[src/rtl/fir_tap_sequencer_pkg.sv]
// Shared definitions for the FIR tap sequencer.
//   seq_state_e  : sequencer FSM encoding (idle / tap read run / zero-fill flush)
//   cwidth_min1  : coefficient index width, never narrower than one bit
package fir_tap_sequencer_pkg;

  typedef enum logic [1:0] {
    StIdle  = 2'd0,
    StRun   = 2'd1,
    StFlush = 2'd2
  } seq_state_e;

  // $clog2(1) is 0, which would give a zero-width coefficient index for TAPS=1.
  function automatic int unsigned cwidth_min1(input int unsigned taps);
    return (taps > 1) ? $clog2(taps) : 1;
  endfunction

endpackage

[src/rtl/fir_tap_sequencer.sv]
// Controller for a dual-port sample RAM used as a circular FIR delay line.
// Each accepted sample is written at the write pointer, then TAPS reads are issued from the
// newest to the oldest sample together with the matching coefficient index. tap_* strobes are
// delayed one cycle so they line up with the RAM's registered read data. A flush request
// zero-fills the whole RAM and restarts the write pointer at 0.
//
// Ports:
//   ck, rst_n                    clock, asynchronous active-low reset
//   in_valid, in_data, in_ready  sample input (accepted only while idle)
//   flush                        request a zero-fill of the delay line
//   clr_overrun                  clear the sticky overrun flag
//   busy, overrun                status: sequencer active / a request was dropped
//   ram_we, ram_waddr, ram_wdata RAM write port
//   ram_re, ram_raddr            RAM read port
//   coef_addr                    coefficient index, presented with ram_raddr
//   tap_valid, tap_first, tap_last  strobes aligned with RAM read data
module fir_tap_sequencer
  import fir_tap_sequencer_pkg::*;
#(
  parameter int unsigned BITS   = 16,
  parameter int unsigned SIZE   = 256,
  parameter int unsigned TAPS   = 32,
  parameter int unsigned AWIDTH = $clog2(SIZE),
  parameter int unsigned CWIDTH = cwidth_min1(TAPS)
) (
  input  logic              ck,
  input  logic              rst_n,
  input  logic              in_valid,
  input  logic [BITS-1:0]   in_data,
  output logic              in_ready,
  input  logic              flush,
  input  logic              clr_overrun,
  output logic              busy,
  output logic              overrun,
  output logic              ram_we,
  output logic [AWIDTH-1:0] ram_waddr,
  output logic [BITS-1:0]   ram_wdata,
  output logic              ram_re,
  output logic [AWIDTH-1:0] ram_raddr,
  output logic [CWIDTH-1:0] coef_addr,
  output logic              tap_valid,
  output logic              tap_first,
  output logic              tap_last
);

  localparam logic [CWIDTH-1:0] LastIdx  = CWIDTH'(TAPS - 1);
  localparam logic [AWIDTH-1:0] LastAddr = AWIDTH'(SIZE - 1);

  seq_state_e        state_q, state_d;
  logic [AWIDTH-1:0] wptr_q, wptr_d;
  logic [AWIDTH-1:0] base_q, base_d;
  logic [AWIDTH-1:0] fidx_q, fidx_d;
  logic [CWIDTH-1:0] idx_q, idx_d;
  logic              overrun_q, overrun_d;
  logic              tap_valid_q, tap_valid_d;
  logic              tap_first_q, tap_first_d;
  logic              tap_last_q, tap_last_d;

  logic rd_first;
  logic rd_last;
  logic drop;

  always_comb begin
    state_d   = state_q;
    wptr_d    = wptr_q;
    base_d    = base_q;
    fidx_d    = fidx_q;
    idx_d     = idx_q;
    ram_we    = 1'b0;
    ram_waddr = '0;
    ram_wdata = '0;
    ram_re    = 1'b0;
    ram_raddr = '0;
    coef_addr = '0;
    rd_first  = 1'b0;
    rd_last   = 1'b0;
    drop      = 1'b0;

    unique case (state_q)
      StIdle: begin
        if (flush) begin
          // Flush wins; a coincident sample is lost.
          state_d = StFlush;
          fidx_d  = '0;
          drop    = in_valid;
        end else if (in_valid) begin
          ram_we    = 1'b1;
          ram_waddr = wptr_q;
          ram_wdata = in_data;
          base_d    = wptr_q;
          wptr_d    = wptr_q + AWIDTH'(1);
          idx_d     = '0;
          state_d   = StRun;
        end
      end
      StRun: begin
        ram_re    = 1'b1;
        // Newest to oldest; wraps naturally through AWIDTH truncation.
        ram_raddr = base_q - AWIDTH'(idx_q);
        coef_addr = idx_q;
        rd_first  = (idx_q == '0);
        rd_last   = (idx_q == LastIdx);
        idx_d     = idx_q + CWIDTH'(1);
        drop      = in_valid | flush;
        if (rd_last) begin
          state_d = StIdle;
        end
      end
      StFlush: begin
        ram_we    = 1'b1;
        ram_waddr = fidx_q;
        fidx_d    = fidx_q + AWIDTH'(1);
        drop      = in_valid | flush;
        if (fidx_q == LastAddr) begin
          wptr_d  = '0;
          state_d = StIdle;
        end
      end
      default: begin
        state_d = StIdle;
      end
    endcase

    // A drop in the same cycle as a clear must still leave the flag set.
    if (drop) begin
      overrun_d = 1'b1;
    end else if (clr_overrun) begin
      overrun_d = 1'b0;
    end else begin
      overrun_d = overrun_q;
    end

    tap_valid_d = ram_re;
    tap_first_d = rd_first;
    tap_last_d  = rd_last;
  end

  always_ff @(posedge ck or negedge rst_n) begin
    if (!rst_n) begin
      state_q     <= StIdle;
      wptr_q      <= '0;
      base_q      <= '0;
      fidx_q      <= '0;
      idx_q       <= '0;
      overrun_q   <= 1'b0;
      tap_valid_q <= 1'b0;
      tap_first_q <= 1'b0;
      tap_last_q  <= 1'b0;
    end else begin
      state_q     <= state_d;
      wptr_q      <= wptr_d;
      base_q      <= base_d;
      fidx_q      <= fidx_d;
      idx_q       <= idx_d;
      overrun_q   <= overrun_d;
      tap_valid_q <= tap_valid_d;
      tap_first_q <= tap_first_d;
      tap_last_q  <= tap_last_d;
    end
  end

  assign busy      = (state_q != StIdle);
  assign in_ready  = ~busy;
  assign overrun   = overrun_q;
  assign tap_valid = tap_valid_q;
  assign tap_first = tap_first_q;
  assign tap_last  = tap_last_q;

endmodule
[config.mk]
export PLATFORM = sky130hd
export DESIGN_NAME = fir_tap_sequencer
export DESIGN_NICKNAME = d
export VERILOG_FILES = /design/src/rtl/fir_tap_sequencer_pkg.sv /design/src/rtl/fir_tap_sequencer.sv
export SDC_FILE = /design/constraint.sdc
export NUM_CORES = 1
export LEC_CHECK = 0
export BUFFER_PORTS_ARGS = -buffer_cell sky130_fd_sc_hd__buf_4
export CORE_ASPECT_RATIO = 0.9
export CORE_MARGIN = 4
export CORE_UTILIZATION = 38
export DETAILED_ROUTE_END_ITERATION = 6
export HOLD_SLACK_MARGIN = 0.06
export PLACE_DENSITY = 0.61
export SYNTH_ARGS = -nofsm -noshare
export SYNTH_HDL_FRONTEND = slang
export SYNTH_SLANG_ARGS = --single-unit
export TNS_END_PERCENT = 5
[constraint.sdc]
create_clock -name ck -period 5.3 [get_ports ck]
set_input_delay 0.53 -clock ck [delete_from_list [all_inputs] [get_ports ck]]
set_output_delay 0.53 -clock ck [all_outputs]
set_load 0.01 [all_outputs]
# Yosys cells after proc, flatten, opt, wreduce, memory -nomap -nowiden
# Index checks and enable logic that the tools add are counted.
dict set report word_totals {
  word_cells 70
  inputBits 21
  output_inout_bits 45
  register_bits 35
}
dict set report op_classes {
  n_reduce_logical 12
  bitwise 3
  muxes 32
  n_addsub 4
  eq_ne 10
}
# op count
set op_table {}
lappend op_table {{2-to-1 mux 8 bit} 7}
lappend op_table {{2-to-1 mux 16 bit} 3}
lappend op_table {{one-hot mux 8 bit (2 select lines)} 3}
lappend op_table {{adder 8 x 1 -> 8 bit, second input constant} 2}
lappend op_table {{2-to-1 mux 5 bit} 3}
lappend op_table {{inequality test 2 bit, second input constant} 5}
lappend op_table {{one-hot mux 5 bit (2 select lines)} 1}
lappend op_table {{AND reduction 3 bit} 3}
lappend op_table {{equality test 8 bit, second input constant} 1}
lappend op_table {{2-to-1 mux 1 bit} 8}
lappend op_table {{2-to-1 mux 2 bit} 4}
lappend op_table {{nonzero test 2 bit} 4}
lappend op_table {{subtractor 8 x 5 -> 8 bit} 1}
lappend op_table {{one-hot mux 2 bit (3 select lines)} 1}
lappend op_table {{adder 5 x 1 -> 5 bit, second input constant} 1}
lappend op_table {{equality test 5 bit, second input constant} 1}
lappend op_table {{logical NOT 5 bit} 1}
lappend op_table {{one-hot mux 1 bit (2 select lines)} 2}
lappend op_table {{AND reduction 4 bit} 1}
lappend op_table {{inequality test 3 bit, second input constant} 1}
lappend op_table {{equality test 2 x 1 -> 1 bit, second input constant} 1}
lappend op_table {{equality test 2 bit, second input constant} 1}
lappend op_table {{logical NOT 2 bit} 1}
lappend op_table {{inverter 1 bit} 2}
lappend op_table {{3 further kinds} 3}

# Logic depth before layout (Yosys ltp)
# Gate-level depths: netlist (run 1).
dict set report depth {
  word_depth 4
  ltp_mapped 8
  mapped_depth_nobuf 8
}

# Worst setup path after synthesis (run 1)
# No wires, ideal clock.
dict set report synth_timing {
  path_kind {reg2out}
  start {reg idx_q[0]}
  end {out ram_raddr[6]}
  arrival_ps 1682
  path_slack_ps 3088
  path_buffers 0
  required_ps 4770
  path_stages_with_launch 8
  path_cell_list {dfrtp_1 ha_1 inv_1 fa_1 a211oi_1 o21ai_0 xnor2_1 and2_1}
}
dict set report synth_between {
  elab_chain_len 2
}
# element line
set synth_lines {}
lappend synth_lines {{from (decl)} fir_tap_sequencer.sv:53} ;# logic [CWIDTH-1:0] idx_q, idx_d;
lappend synth_lines {{from (signal assigned)} fir_tap_sequencer.sv:154} ;# idx_q <= idx_d;
lappend synth_lines {{subtractor 8 x 5 -> 8 bit} fir_tap_sequencer.sv:99} ;# ram_raddr = base_q - AWIDTH'(idx_q);
lappend synth_lines {{2-to-1 mux 8 bit} fir_tap_sequencer.sv:79} ;# unique case (state_q)
lappend synth_lines {{to (decl)} fir_tap_sequencer.sv:39} ;# output logic [AWIDTH-1:0] ram_raddr,
# No other way between the ends.

# Worst setup path in the final report (run 1)
dict set report layout_timing {
  start {reg state_q[0]}
  end {out ram_waddr[1]}
}
dict set report layout_between {
  elab_chain_len 2
  elab_cells_between_ends 3
  classes_between {eq/ne (1); mux (1); reduce/logical (1)}
}
# element line
set layout_lines {}
lappend layout_lines {{from (decl)} fir_tap_sequencer.sv:49} ;# seq_state_e state_q, state_d;
lappend layout_lines {{from (signal assigned)} fir_tap_sequencer.sv:140} ;# state_q <= StIdle;
lappend layout_lines {{from (signal assigned)} fir_tap_sequencer.sv:150} ;# state_q <= state_d;
lappend layout_lines {{equality test 2 bit or logical NOT 2 bit (tied branches)} fir_tap_sequencer.sv:79}
lappend layout_lines {{one-hot mux 8 bit (2 select lines) *} fir_tap_sequencer.sv:79}
lappend layout_lines {{to (decl)} fir_tap_sequencer.sv:36} ;# output logic [AWIDTH-1:0] ram_waddr,
# Mark *: on every way between the ends. The rest lies on a longest branch, timed or not.

==> results.txt, run 1 <==
WP data arrival: 2640 ps
Worst R2R End: wptr_q[6]
MaxCap Viol Count: 0
Inst Count DP: 422
Iteration-0 DRC Markers: 99
Register area share after synthesis: 36.0%
Clock sink count: 35
Power per cell area: 470 mW/mm²
CTS Buffer Depth: 2
RSZ-0062 raised after global routing: false
Root Driver: clkbuf_8
Diode count: 0
Finish-stage setup viols: 0
Number of global-route vias before repair: 2063
Largest net degree at the start of global routing: 36
Status: completed
Wire per inst: 14.7 µm
Core area: 0.00618 mm²
Initial core utilization: 39.3%
Reg area: 876 µm²
Gr ovfl total: 0
Syn_nets: 321
R2R setup slack: 2700 ps
Worst Tran Pin Value: 958 ps
Worst r2r src: state_q[0]
Commonest cells after routing, fill and taps aside: buf_4, nand2_1, dfrtp_1, and2_1, nor2_1
Warnings, synthesis: 0
Required time of the critical path: 4770 ps
Fillers: 621
Routed Antenna Nets: 0
Most common cell after layout, fill and taps aside: buf_4
Rel. slew slack: 36.1%
Post-route minimum period: 3170 ps
Routability-driven placement congestion ratio: 0.817
Static leakage: 0.00151 µW
Vias per inst: 5.13
Layout Cells excl Fill: 430
TritonCTS clock tree: yes
Drt drc: 0
# hold bufs at CTS: 0
Clock-pin slew of the registers on the worst-case setup and hold paths: 70 ps
H-tree levels: 2
Setup Skew: 4.91 ps
Syn_area_per_cell: 8.56 µm²
Fraction of layout cells with a size suffix above 1: 22.4%
Die Wd: 92.3 µm
Crit Path Category: register to primary output
Number of I/O pins: 66
Synth Flop Type: dfrtp_1
FF+latch count, synth: 35
Netlist cell types: 50
Post-synthesis cell area: 0.00243 mm²
Post-Route WL: 6.30 mm
EDFF count, synth: 0
DRT Pass-1 Iters: 4
First-pass GRT wire length: 10.6 mm
Post-CTS setup repair buffer count: 0
Via Count: 2207
Worst-Skew Late Latency: 290 ps
Fin. Hold Viols: 0
Post-DP Area: 0.00296 mm²
Worst Setup End Kind: primary output
Die height: 83.9 µm
Worst hold path type: input pin to async pin
GRT Total Usage: 16.8%
Maximum vdd drop: 0.000222 V
Multi-input logic area: 0.00142 mm²
Tcrit/Tclk final: 59.7%
Post-DP HPWL: 4.64 mm
Reg2reg path depth: 6
Ys async rst share: 100%
Max Fclk: 0.316 GHz
Initial antenna violation count: 0
Site Rows: 27
Slew Limit Fails: 0
Worst setup SP type: register
Nets: 379
Post-Syn Instances: 284
Full die area: 0.00775 mm²
Critical Path Fanout Max: 29
Port bufs: 65
Total Neg Setup Slack: 0 ps
Final Cell Area: 0.00306 mm²
Post-CTS Resized: 0
Area grow syn2layout: 25.8%
Cts bufs inserted: 5
[flip-flops by register name (all words and copies together) (netlist names)]
signal / flops
base_q: 8
fidx_q: 8
wptr_q: 8
idx_q: 5
state_q: 2
overrun: 1
tap_first: 1
tap_last: 1
tap_valid: 1
[cell usage after synthesis (2+ instances only)]
| master | n | share of area, % |
|---|---|---|
| and3_1 | 8 | 2.1 |
| o211ai_1 | 4 | 1.2 |
| a22o_1 | 5 | 1.8 |
| nor3_1 | 4 | 0.82 |
| o21ai_0 | 12 | 2.5 |
| nand4_1 | 8 | 2.1 |
| nor2_1 | 17 | 2.6 |
| clkbuf_1 | 5 | 0.77 |
| a21oi_1 | 2 | 0.41 |
| xor2_1 | 4 | 1.4 |
| buf_2 | 7 | 1.4 |
| inv_1 | 15 | 2.3 |
| nand3_1 | 11 | 2.3 |
| nand2b_1 | 5 | 1.3 |
| nand2_1 | 43 | 6.6 |
| o22ai_1 | 4 | 1.0 |
| dfrtp_1 | 35 | 36 |
| a32o_1 | 2 | 0.82 |
| o2bb2ai_1 | 2 | 0.72 |
| ha_1 | 15 | 7.7 |
| nor2b_1 | 2 | 0.51 |
| a21o_1 | 4 | 1.2 |
| a211oi_1 | 5 | 1.5 |
| and2_1 | 25 | 6.4 |
| nor4_1 | 2 | 0.51 |
| a31oi_1 | 5 | 1.3 |
| nor4b_1 | 2 | 0.72 |
| mux2i_1 | 3 | 1.2 |
| xnor2_1 | 7 | 2.5 |
[layout make-up]
type | count | share of cell area [%]
multi-input combinational | 219 | 46.5
sequential | 35 | 28.6
inverter | 15 | 1.84
clock buffer | 8 | 3.27
tap | 87 | 3.56
timing repair buffer | 66 | 16.2
[power by group]
part           total, µW  internal [µW]  leakage, µW  switching (µW)
sequential           425            341     0.000462            84.6
clock                221            119    0.0000515             102
combinational        792            343     0.000997             448
[cell families after synthesis]
family | synth area share [%]
AOI/OAI and AO/OA | 16.2
DFF | 36.0
adders and majority gates | 8.54
muxes | 1.70
buffers and inverters | 5.45
and+or+nand+nor | 28.1
xor gates and xnor gates | 3.96
[stage by stage]
stage | utilization [%] | power, µW | setup slack [ps] | hold slack (ps)
CTS | 49.5 | 1440 | 2100 | 203
detailed placement | 47.9 | 1220 | 2440 | 479
finish | 49.5 | 1440 | 2130 | 181
floorplan | - | 959 | 3090 | 234
global placement | 47.9 | 1200 | 2550 | 480
global route | 49.5 | 1560 | 1820 | 216
[routing by layer]
metal | GRT usage [%] | up-vias | share of wire [%]
li1 | - | 1116 | -
met2 | 24.2 | 48 | 44
met3 | 4.24 | 5 | 5.0
met1 | 25.4 | 1038 | 50
met5 | 0 | - | 0
met4 | 3.24 | 0 | 0.75
[how the worst max path moves through the flow]
stage | startpoint | endpoint | slack (ps)
2_1_floorplan | idx_q[0] | ram_raddr[6] | 3090
3_3_place_gp | state_q[0] | ram_waddr[1] | 2550
3_5_place_dp | state_q[0] | ram_waddr[1] | 2440
4_1_cts | state_q[0] | ram_waddr[3] | 2100
5_1_grt | state_q[0] | ram_waddr[1] | 1820
6_report | state_q[0] | ram_waddr[1] | 2130
[critical path, stage by stage (launching register included)]
cell,delay [ps]
dfrtp_1,420
inv_1,90
ha_1,540
and3b_1,850
nand2_1,160
o21ai_0,130
buf_4,150
Note: power is estimated with default switching activity, not from simulation.
==> run 2, diff against run 1 <==
Settings changed: ABC_AREA set to 1.
Clock period 5.3 ns to 3.2 ns, I/O delays scaled along.
==> run 2 against run 1 <==
  * Hold slack improved by 45 ps
  * Total power increased by 41%
  * Largest power group unchanged
  * Setup slack worse by 1600 ps
  * Utilization grew 1.7 points
  * Die area is 2.6% lower
  * First-iteration DRC count rose by 8.1%
==> results.txt, run 2 <==
Iteration-0 DRC Markers: 107
Die height: 82.8 µm
Worst Setup End Kind: primary output
Synth area leaders: dfrtp_1, nand2_1, inv_1
Register area share after synthesis: 37.1%
Clock sink count: 35
Number of global-route vias before repair: 2249
Netlist cell types: 27
Critical Path Fanout Max: 26
DRT Pass-1 Iters: 4
WP data arrival: 2360 ps
Ys async rst share: 100%
Cts bufs inserted: 5
Max Fclk: 0.373 GHz
Worst hold path depth: 2
H-tree levels: 2
Maximum vdd drop: 0.000391 V
Static leakage: 0.00168 µW
Met3 wire len: 371 µm
Site Rows: 26
Syn_area_per_cell: 7.03 µm²
Slew Limit Fails: 0
GRT Total Usage: 17.4%
Setup Skew: 5.86 ps
Biggest regs: base_q (8), fidx_q (8), wptr_q (8)
Routed Antenna Nets: 0
Power per cell area: 676 mW/mm²
Top-count cell post-synth: nand2_1
Vias per inst: 4.83
Required time of the critical path: 2880 ps
Routability-driven placement congestion ratio: 0.863
Synth Flop Type: dfrtp_1
Largest net degree at the start of global routing: 36
Most common cell after layout, fill and taps aside: nand2_1
Reg2reg path depth: 9
Commonest cells after routing, fill and taps aside: nand2_1, buf_4, inv_1, nor2_1, dfrtp_1
Worst setup margin: 519 ps
Met2 WL post-DR: 2.77 mm
Via Count: 2281
Post-DP HPWL: 4.88 mm
Clock-pin slew of the registers on the worst-case setup and hold paths: 70 ps
Fin. Hold Viols: 0
Top Layer Used: met4
Compound-cell area share of the yosys netlist: 10.6%
Post-synthesis cell area: 0.00236 mm²
Die Wd: 91.1 µm
Worst-Skew Late Latency: 280 ps
MaxCap Viol Count: 0
Worst setup SP type: register
Nets: 438
Initial antenna violation count: 0
Worst hold path type: input pin to register
Root Driver: clkbuf_8
EDFF count, synth: 0
Synth Area in Adders: 8.79%
Final Util: 51.2%
CTS Buffer Depth: 2
Initial core utilization: 40.3%
Synth Area in Simple Gates: 30.9%
Drt drc: 0
Crit Path Category: register to primary output
Post-Syn Instances: 336
Diode count: 0
Post-Route WL: 6.21 mm
Post-route minimum period: 2680 ps
Warnings, synthesis: 0
Full die area: 0.00754 mm²
Core area: 0.00586 mm²
Rel. slew slack: 67.6%
TritonCTS clock tree: yes
Main combinational cell family by area after synthesis: simple AND/OR/NAND/NOR gates
RSZ-0062 raised after global routing: false
Syn_nets: 373
WL met1: 2.95 mm
Tcrit/Tclk final: 83.8%
Total Neg Setup Slack: 0 ps
Synth cell count leaders: nand2_1, inv_1, nor2_1
Wire per inst: 13.2 µm
First-pass GRT wire length: 10.8 mm
Multiplexer share of the synthesized area: 0%
Number of I/O pins: 66
Worst Tran Pin Value: 486 ps
Gr ovfl total: 0
FF+latch count, synth: 35
Area grow syn2layout: 27.0%
Post-CTS Resized: 0
Area fraction of the dominant cell type after synthesis: 37.1%
Post-Synth XOR/XNOR Area: 0.742%
Fraction of layout cells with a size suffix above 1: 22.4%
Port bufs: 65
Synth area leader: dfrtp_1
Post-Place Worst Slack: 828 ps
Finish-stage setup viols: 0
Status: completed
==> run 2: metrics by stage <==
stage	hold slack [ps]	total power, µW	area (µm²)	instances
after floorplan	24.4	1330	2360	336
after global placement	307	1680	2890	463
after detailed placement	304	1690	2890	463
after CTS	211	2060	3000	472
after global routing	223	2220	3000	472
final	226	2030	3000	472
==> run 2: worst paths after layout <==
kind	start	endpoint	slack (ps)
worst max-delay path	state_q[0]	ram_waddr[6]	520
worst min-delay path	clr_overrun	overrun	230
worst max register to register	state_q[0]	idx_q[2]	1100
worst min register to register	idx_q[4]	tap_first	500
max in group asynchronous	rst_n	idx_q[0]	2340
min in group asynchronous	rst_n	overrun	530
==> run 2: layer usage <==
metal	up-vias	track usage, %
met1	1033	23.2
met5	-	0
met3	10	4.52
li1	1176	-
met4	0	5.62
met2	62	27.3
==> run 2: critical path: stages, from the launching register on <==
cell	delay, ps
dfrtp_1	410
inv_1	90
ha_1	440
inv_4	80
nor2_4	150
nand2_4	190
inv_1	320
nand2_1	120
o21ai_0	110
buf_4	160
==> run 2: cells by family (layout without fill, tap and decap cells) <==
group                      Yosys count  count (layout)
adders and majority gates           16              16
AOI/OAI and AO/OA                   44              44
DFF                                 35              35
buffers and inverters               68             134
and+or+nand+nor                    171             171
xor gates and xnor gates             2               2
==> run 2: what timing repair did <==
item,CTS,global route
endpoints found under the hold margin,35,0
hold buffers,1,0
setup buffers,0,0
==> run 2: area by class of cell <==
| class | count | area (µm²) |
|---|---|---|
| Multi-Input combinational cell | 233 | 1210 |
| Tap cell | 70 | 87.6 |
| Sequential cell | 35 | 876 |
| Inverter | 59 | 224 |
| Clock buffer | 8 | 100 |
| Fill cell | 603 | 2860 |
| Timing Repair Buffer | 67 | 505 |
==> run 2: report_power, final <==
part | switching, µW | internal, µW | total [µW]
registers | 93.5 | 542 | 635
logic | 642 | 398 | 1040
clock network | 155 | 196 | 352
==> run 3, diff against run 2 <==
Clock period 3.2 ns to 2.8 ns, I/O delays scaled along.
==> run 3 against run 2 <==
  * Clock power up 15%
  * Final cell count did not move
  * Clock-buffer cell count is the same
  * Non-clock buffer count unchanged
  * Highest routed layer unchanged
  * Utilization about the same
==> results.txt, run 3 (same netlist as run 2, synthesis figures left out) <==
Status: completed
Flop pwr share: 31.4%
Crit Path Category: register to primary output
Static leakage: 0.00168 µW
Multi-input logic area: 0.00121 mm²
Cts bufs inserted: 5
Initial antenna violation count: 0
Beginning of the worst hold path: clr_overrun
Post-Route WL: 6.23 mm
Wire per inst: 13.2 µm
Gr ovfl total: 0
TritonCTS clock tree: yes
Required time of the critical path: 2520 ps
Worst R2R End: wptr_q[7]
Worst r2r src: state_q[0]
CTS Buffer Depth: 2
WP data arrival: 2260 ps
Maximum vdd drop: 0.000575 V
H-tree levels: 2
R2R setup slack: 720 ps
Setup Skew: 13.9 ps
Slew Limit Fails: 0
Full die area: 0.00754 mm²
Fraction of layout cells with a size suffix above 1: 22.6%
Clock power frac: 17.5%
Iteration-0 DRC Markers: 97
First-pass GRT wire length: 10.8 mm
Switching pwr: 1020 µW
Finish-stage setup viols: 0
Tcrit/Tclk final: 90.6%
GRT Total Usage: 17.4%
Routed Antenna Nets: 0
Fin. Hold Viols: 0
Net Sw Frac: 43.8%
Site Rows: 26
Fillers: 603
Total design power: 2320 µW
Commonest cells after routing, fill and taps aside: nand2_1, buf_4, inv_1, nor2_1, dfrtp_1
Largest delay share family, worst path: buffers and inverters
Worst hold path type: input pin to register
DRT Pass-1 Iters: 4
Port bufs: 65
Buf/Inv on CP: 4
Internal: 1300 µW
CP peak stage delay: 420 ps
Most numerous cell on the critical path: inv_1
Total Neg Setup Slack: 0 ps
Final Util: 51.3%
Largest net degree at the start of global routing: 36
Most common cell after layout, fill and taps aside: nand2_1
Clock sink count: 35
Worst Setup End Kind: primary output
Post-route minimum period: 2540 ps
Worst-Skew Late Latency: 290 ps
Root Driver: clkbuf_8
Biggest regs: base_q (8), fidx_q (8), wptr_q (8)
MaxCap Viol Count: 0
Crit-path cells: inv_1 > ha_2 > inv_4 > nor2_4 > nand2_4 > inv_1 > nand2_1 > o21ai_0 > buf_4
Rel. slew slack: 65.6%
Reg area: 876 µm²
Max Fclk: 0.394 GHz
Worst Tran Pin Value: 515 ps
Nets: 438
Critical Path Fanout Max: 26
Die Wd: 91.1 µm
Worst hold path depth: 2
Worst setup SP type: register
Vias per inst: 4.84
Power per cell area: 771 mW/mm²
Die height: 82.8 µm
Via Count: 2284
Reg2reg path depth: 7
Number of I/O pins: 66
Area grow syn2layout: 27.1%
RSZ-0062 raised after global routing: false
Clock-pin slew of the registers on the worst-case setup and hold paths: 70 ps
Initial core utilization: 40.3%
Routability-driven placement congestion ratio: 0.888
Number of global-route vias before repair: 2233
Core area: 0.00586 mm²
Post-DP HPWL: 4.88 mm
Post-CTS setup repair buffer count: 0
Slowest-stage cell, CP: dfrtp_1
Combinational share of power: 51.1%
Worst Hold Path EP: overrun
Diode count: 0
Drt drc: 0
## run 3: per-stage QoR
step	std cells	setup WS, ps	instance area (µm²)	hold slack (ps)
floorplan	336	1010	2360	-15.6
global route	472	86.3	3000	189
finish	472	262	3000	197
global placement	463	584	2890	266
detailed placement	463	466	2890	265
CTS	472	151	3000	185
## run 3: final cells by class
type	count	share of cell area, %
Multi-Input combinational cell	233	40.3
Sequential cell	35	29.2
Timing Repair Buffer	67	16.8
Inverter	59	7.46
Clock buffer	8	3.33
Tap cell	70	2.92
## run 3: power by group through the flow
stage	Clock, µW	Sequential, µW	Combinational [µW]
after floorplan	0	713	806
after global placement	0	736	1180
after detailed placement	0	738	1190
after CTS	414	728	1190
after global routing	442	753	1340
final	405	728	1180
## run 3: worst max-delay path by stage
stage,to,cells after the start,from,slack [ps]
2_1_floorplan,ram_waddr[5],10,state_q[0],1010
3_3_place_gp,ram_waddr[2],9,state_q[0],580
3_5_place_dp,ram_waddr[3],9,state_q[0],470
4_1_cts,ram_waddr[3],9,state_q[0],150
5_1_grt,ram_waddr[3],9,state_q[1],90
6_report,ram_waddr[3],9,state_q[0],260
## run 3: routing by layer
layer	wire length (µm)	vias up	track usage, %
met5	0	-	0
met2	2790	72	28.3
met4	106	0	4.38
met3	439	11	4.25
li1	-	1178	-
met1	2890	1023	23.2
## run 3: what timing repair did
| action | CTS | global route |
|---|---|---|
| hold buffers | 1 | 0 |
| setup endpoints to repair | 0 | 5 |
| gates resized for setup | 0 | 1 |
| hold endpoints to repair | 35 | 0 |
## run 3: worst reg2reg max path, stage by stage (launching register included)
cell     delay (ps)
dfrtp_1         420
inv_1           100
ha_1            480
inv_1           350
o21ai_2         210
nand2_2         190
inv_1           130
o21ai_0          80
